$ cat config.mk
export PLATFORM = sky130hd
export DESIGN_NAME = inst_fetch
export DESIGN_NICKNAME = d
export VERILOG_FILES = /design/src/rtl/inst_fetch.sv
export SDC_FILE = /design/constraint.sdc
export NUM_CORES = 1
export LEC_CHECK = 0
export ABC_AREA = 1
export CELL_PAD_IN_SITES_DETAIL_PLACEMENT = 1
export CELL_PAD_IN_SITES_GLOBAL_PLACEMENT = 2
export CORE_ASPECT_RATIO = 1.75
export CORE_MARGIN = 4
export CORE_UTILIZATION = 27
export DETAILED_ROUTE_END_ITERATION = 7
export PLACE_DENSITY = 0.85
export SLEW_MARGIN = 0
export SYNTH_ARGS = -nofsm -noshare
export SYNTH_HDL_FRONTEND = slang
export SYNTH_SLANG_ARGS = --single-unit
export TNS_END_PERCENT = 50
$ cat constraint.sdc
create_clock -name clk -period 1.8 [get_ports clk]
set_input_delay 0.27 -clock clk [delete_from_list [all_inputs] [get_ports clk]]
set_output_delay 0.27 -clock clk [all_outputs]
set_load 0.01 [all_outputs]
$ cat src/rtl/inst_fetch.sv
// Instruction-fetch stage: one outstanding request to a variable-latency
// instruction memory, IF/ID register with a one-entry skid buffer.
module inst_fetch (
  input  logic        clk,
  input  logic        rst,
  input  logic [31:0] pc,
  output logic [31:0] pc_plus4,
  output logic        fetch_stall,
  input  logic        flush,
  input  logic        stall_id,
  output logic        imem_req,
  output logic [31:0] imem_addr,
  input  logic        imem_ready,
  input  logic        imem_rvalid,
  input  logic [31:0] imem_rdata,
  output logic        id_valid,
  output logic [31:0] id_pc,
  output logic [31:0] id_inst
);

  localparam logic [31:0] NOP_INST = 32'h0000_0013;

  typedef enum logic [1:0] {
    ST_IDLE = 2'd0,
    ST_WAIT = 2'd1,
    ST_DROP = 2'd2
  } state_t;

  state_t      state_r;
  state_t      state_s;
  logic [31:0] req_pc_r;
  logic        skid_valid_r;
  logic [31:0] skid_pc_r;
  logic [31:0] skid_inst_r;
  logic        id_valid_r;
  logic [31:0] id_pc_r;
  logic [31:0] id_inst_r;

  logic        slot_free_s;
  logic        resp_s;
  logic        issue_ok_s;
  logic        req_s;
  logic        accept_s;

  // Issue / accept decode and PC hold
  always_comb begin
    slot_free_s = !id_valid_r || !stall_id;
    resp_s      = (state_r == ST_WAIT) && imem_rvalid;
    issue_ok_s  = (state_r == ST_IDLE) || (resp_s && slot_free_s);
    req_s       = !rst && !flush && !skid_valid_r && issue_ok_s;
    accept_s    = req_s && imem_ready;
  end

  assign pc_plus4    = pc + 32'd4;
  assign imem_req    = req_s;
  assign imem_addr   = pc;
  assign fetch_stall = rst || (!flush && !accept_s);
  assign id_valid    = id_valid_r;
  assign id_pc       = id_pc_r;
  assign id_inst     = id_inst_r;

  // Next-state logic; a flushed in-flight request must still be drained in DROP
  always_comb begin
    state_s = state_r;
    case (state_r)
      ST_IDLE: begin
        if (accept_s) begin
          state_s = ST_WAIT;
        end else begin
          state_s = ST_IDLE;
        end
      end
      ST_WAIT: begin
        if (flush) begin
          if (imem_rvalid) begin
            state_s = ST_IDLE;
          end else begin
            state_s = ST_DROP;
          end
        end else if (imem_rvalid) begin
          if (accept_s) begin
            state_s = ST_WAIT;
          end else begin
            state_s = ST_IDLE;
          end
        end else begin
          state_s = ST_WAIT;
        end
      end
      ST_DROP: begin
        if (imem_rvalid) begin
          state_s = ST_IDLE;
        end else begin
          state_s = ST_DROP;
        end
      end
      default: begin
        state_s = ST_IDLE;
      end
    endcase
  end

  // State register
  always_ff @(posedge clk) begin
    if (rst) begin
      state_r <= ST_IDLE;
    end else begin
      state_r <= state_s;
    end
  end

  // PC of the outstanding request
  always_ff @(posedge clk) begin
    if (rst) begin
      req_pc_r <= 32'd0;
    end else if (accept_s) begin
      req_pc_r <= pc;
    end else begin
      req_pc_r <= req_pc_r;
    end
  end

  // IF/ID register and skid buffer; flush outranks stall and responses
  always_ff @(posedge clk) begin
    if (rst) begin
      id_valid_r   <= 1'b0;
      id_pc_r      <= 32'd0;
      id_inst_r    <= NOP_INST;
      skid_valid_r <= 1'b0;
      skid_pc_r    <= 32'd0;
      skid_inst_r  <= NOP_INST;
    end else if (flush) begin
      id_valid_r   <= 1'b0;
      skid_valid_r <= 1'b0;
    end else if (skid_valid_r && !stall_id) begin
      id_valid_r   <= 1'b1;
      id_pc_r      <= skid_pc_r;
      id_inst_r    <= skid_inst_r;
      skid_valid_r <= 1'b0;
    end else if (resp_s && slot_free_s) begin
      id_valid_r <= 1'b1;
      id_pc_r    <= req_pc_r;
      id_inst_r  <= imem_rdata;
    end else if (resp_s) begin
      skid_valid_r <= 1'b1;
      skid_pc_r    <= req_pc_r;
      skid_inst_r  <= imem_rdata;
    end else if (!stall_id) begin
      id_valid_r <= 1'b0;
    end else begin
      id_valid_r <= id_valid_r;
    end
  end

endmodule

## After elaboration in Yosys (flattened, before gate mapping)

Cells that the tools add are included.

- Output and inout bits: 131
- Logic and storage cells: 54
- Flip-flop bits (word level): 164
- Bits of input ports: 70

- Reductions and logical operators: 25
- $add $sub $neg: 1
- Bitwise gates (word level): 3
- Eq/ne operators: 4
- Muxes and demuxes: 13

Operators by type and width:

| cell | number |
|---|---|
| 32-bit two-way mux | 4 |
| 32-bit by 3-bit adder with 32-bit output, second input constant | 1 |
| 1-bit logical AND | 8 |
| 1-bit logical NOT | 6 |
| 2-bit two-way mux | 3 |
| 3-bit by 1-bit inequality test with 1-bit output, second input constant | 2 |
| 2-bit case mux with 3 select lines | 1 |
| 2-bit AND reduction | 3 |
| 1-bit two-way mux | 5 |
| 4-bit AND reduction | 1 |
| 1-bit logical OR | 3 |
| 1-bit inverter | 3 |
| 3-bit OR reduction | 1 |
| 2-bit by 1-bit == test with 1-bit output, second input constant | 1 |
| 2-bit == test, second input constant | 1 |
| 2-bit logical NOT | 1 |
| 2-bit nonzero test | 1 |
| 2-bit OR reduction | 1 |

## Depth between registers and ports, before layout

- Word-level depth: 10
- Gate-level depth with buffers: 10

## Worst setup path after synthesis

No wires, ideal clock.

- Path kind: input -> output
- Start point: input port pc[2]
- End point: output port pc_plus4[16]
- Stages: 5
- Path buffers: 0
- Path slack: 301 ps
- Required time: 1,530 ps
- Arrival time: 1,229 ps
- Path through: ha_1 nand2_1 nor3_1 nand3_1 xor2_1

- Longest elaborated chain between the ends: 1

Ends and longest elaborated chain:

| item | line | RTL |
|---|---|---|
| start: declaration | 6 | `input logic [31:0] pc,` |
| 32-bit by 3-bit adder with 32-bit output | 54 | `assign pc_plus4 = pc + 32'd4;` |
| end: declaration | 7 | `output logic [31:0] pc_plus4,` |

Every way passes these cells.

## Worst setup path after layout

- Start point: register state_r[1]
- End point: output port fetch_stall

- Longest elaborated chain between the ends: 9
- Elaborated cells on any way between the ends: 10

Ends and longest elaborated chain:

| item | line | RTL |
|---|---|---|
| start: declaration | 29 | `state_t state_r;` |
| start signal: assignment | 108 | `state_r <= state_s;` |
| 2-bit by 1-bit == test with 1-bit output | 48 | `resp_s = (state_r == ST_WAIT) && imem_rvalid;` |
| 1-bit logical AND | 48 |  |
| 1-bit logical AND | 49 | `issue_ok_s = (state_r == ST_IDLE) \|\| (resp_s && slot_free_s);` |
| 1-bit logical OR (*) | 49 |  |
| 1-bit logical AND (*) | 50 | `req_s = !rst && !flush && !skid_valid_r && issue_ok_s;` |
| 1-bit logical AND (*) | 51 | `accept_s = req_s && imem_ready;` |
| 1-bit logical NOT (*) | 57 | `assign fetch_stall = rst \|\| (!flush && !accept_s);` |
| 1-bit logical AND (*) | 57 |  |
| 1-bit logical OR (*) | 57 |  |
| end: declaration | 8 | `output logic fetch_stall,` |

Mark *: on every way between the ends. The rest lies on a longest branch, timed or not.

==> run summary <==
Yosys warning count: 0
CP required: 1530 ps
Site Rows: 83
vias in the first global route: 8751
htree depth: 4
Worst VDD drop: 0.450 mV
dpl hpwl: 20800 um
total die area: 32800 um^2
crit path capture type: primary output
post-route ant nets: 0
RSZ-0062 raised after global routing: true
average size of a mapped cell: 6.81 um^2
grt ovf: 0
vias: 8481
vias per cell: 4.64
PortBufs: 200
Tmin final: 1750 ps
DRT iter0 DRCs: 306
Placement Cell Area: 11000 um^2
CP Class: reg -> out
boundary pin count: 201
drc violations: 0
Mapped Area: 8070 um^2
post-synthesis register bit count: 164
status: completed
Tcrit/Tclk final: 0.969
Worst-Margin Slew: 545 ps
Fin Setup TNS: 0 ps
reg2reg end: skid_pc_r[16]
HP Class: in -> reg
TritonCTS Sinks: 164
most common cell after layout, fill and taps aside: nand2_1
Slew headroom: 0.636
Final Worst Setup Slack: 54.9 ps
clk root buf: clkbuf_16
Reg clk slew, reported paths: 60 ps
Routed wire per std cell: 15.3 um
pre-CTS setup slack: -983 ps
Post-layout nets: 1502
Max Buffers Root-to-Sink: 2
largest net degree at the start of global routing: 112
drt pass-1 iters: 4
R2R cell count: 9
Area Growth Syn to Fin: 46.7%
commonest non-fill, non-tap cells in the layout: nand2_1, dfxtp_1, o21ai_0, inv_1, clkdlybuf4s50_1
post-synthesis cell type count: 27
f_max: 573 MHz
Pwr Density: 716 nW/um^2
final hold violations: 0
Die H: 237 um
first-pass GRT wire length: 45300 um
sequential-to-total area share from yosys stat: 0.407
PnR Total Power: 8.47 mW
Leak: 4.96 nW
reg2reg start: state_r[1]
Final Wtd Congestion: 0.835
final wirelength: 27900 um
gr usage total: 0.168
layout cells sized above 1: 0.216
synthesized netlist cell count: 1185
syn nets: 1256
Skew-Pair Late Insertion Delay: 430 ps
Pins Over Slew Limit: 0
Die Wd: 139 um
crit path from: state_r[1]
r2r setup slk: 150 ps
CTS buffer count: 17
initial core utilization: 0.275
crit path to: fetch_stall
CTS tree: done
crit path DAT: 1480 ps
crit start category: flop
initial antenna violation count: 0
CTS Hold Bufs: 0
max-cap violations: 0
final instance area: 11800 um^2
Core Box Area: 29400 um^2
Crit Path Max Fanout: 4
final setup fails: 0
Clock Skews: 8.61 ps
report_power, final:
part / internal (mW) / switching, mW
clock: 2.05 / 1.54
combinational: 0.549 / 0.616
sequential: 3.69 / 0.0252
total: 6.29 / 2.19
cell families (layout without fill, tap and decap cells):
group / Yosys count / after routing / synth area share
buf+inv: 268 / 527 / 0.149
compound gates: 319 / 319 / 0.210
other cells: 0 / 1 / 0
xor+xnor: 17 / 17 / 0.0184
fa+ha+maj: 1 / 1 / 0.00155
flops: 164 / 164 / 0.407
simple gates: 416 / 416 / 0.215
cells in the mapped netlist (all sizes together):
cell | number | area, um^2
a21boi | 1 | 7.51
a21oi | 64 | 320
a31o | 1 | 8.76
a31oi | 61 | 382
buf | 66 | 442
clkbuf | 51 | 191
dfxtp | 164 | 3280
ha | 1 | 12.5
inv | 151 | 567
nand2 | 217 | 825
nand3 | 17 | 100
nand4 | 37 | 231
nor2 | 135 | 514
nor3 | 10 | 61.3
o211ai | 6 | 45.0
o21ai | 186 | 931
xor2 | 17 | 149
metrics by stage:
stage,cells,util,hold slack [ps]
2_1_floorplan,1185,-,339
3_3_place_gp,1784,0.376,433
3_5_place_dp,1784,0.376,442
4_1_cts,1822,0.400,300
5_1_grt,1826,0.403,320
6_report,1827,0.403,328
worst min-delay path by stage:
stage	startpoint	to	slack, ps	cells after the start
final	rst	state_r[0]	330	3
after global placement	skid_inst_r[18]	skid_inst_r[18]	430	2
after global routing	rst	state_r[0]	320	3
after floorplan	rst	state_r[0]	340	1
after detailed placement	skid_pc_r[3]	skid_pc_r[3]	440	2
after CTS	rst	state_r[0]	300	3
timing repair:
item | in CTS | in global routing
endpoints found under the setup margin | 32 | 27
gates resized for setup | 234 | 57
buffers inserted | 6 | 4
pin swaps | 21 | 20
layout make-up:
class	count	area, um^2
antenna	1	2.50
clock buffer	17	425
clock inverter	15	155
fill	3670	17600
inverter	151	569
multi-input combinational	753	3900
sequential	164	3290
tap	382	478
timing repair buffer	344	3020
critical path, cell delays in order (launching register included):
cell and delay, ps:
dfxtp_2 320, inv_2 70, nand4_1 140, nand2_2 130
nand3_4 100, nand2_4 100, nand2_2 60, buf_6 130
sequential cells by signal, summed over array words and instances, names as in the netlist:
signal / cells
id_valid: 1
skid_inst_r: 32
state_r: 2
req_pc_r: 32
id_pc: 32
skid_valid_r: 1
skid_pc_r: 32
id_inst: 32
per-layer routing:
layer  vias up  part of all wire  global-route usage
li1       4306                 -                   -
met1      3952              0.39               0.182
met2       192              0.54               0.322
met3        31             0.039              0.0315
met4         0             0.028              0.0614
met5         -                 0                   0
Power figures use the tool's default switching activity.
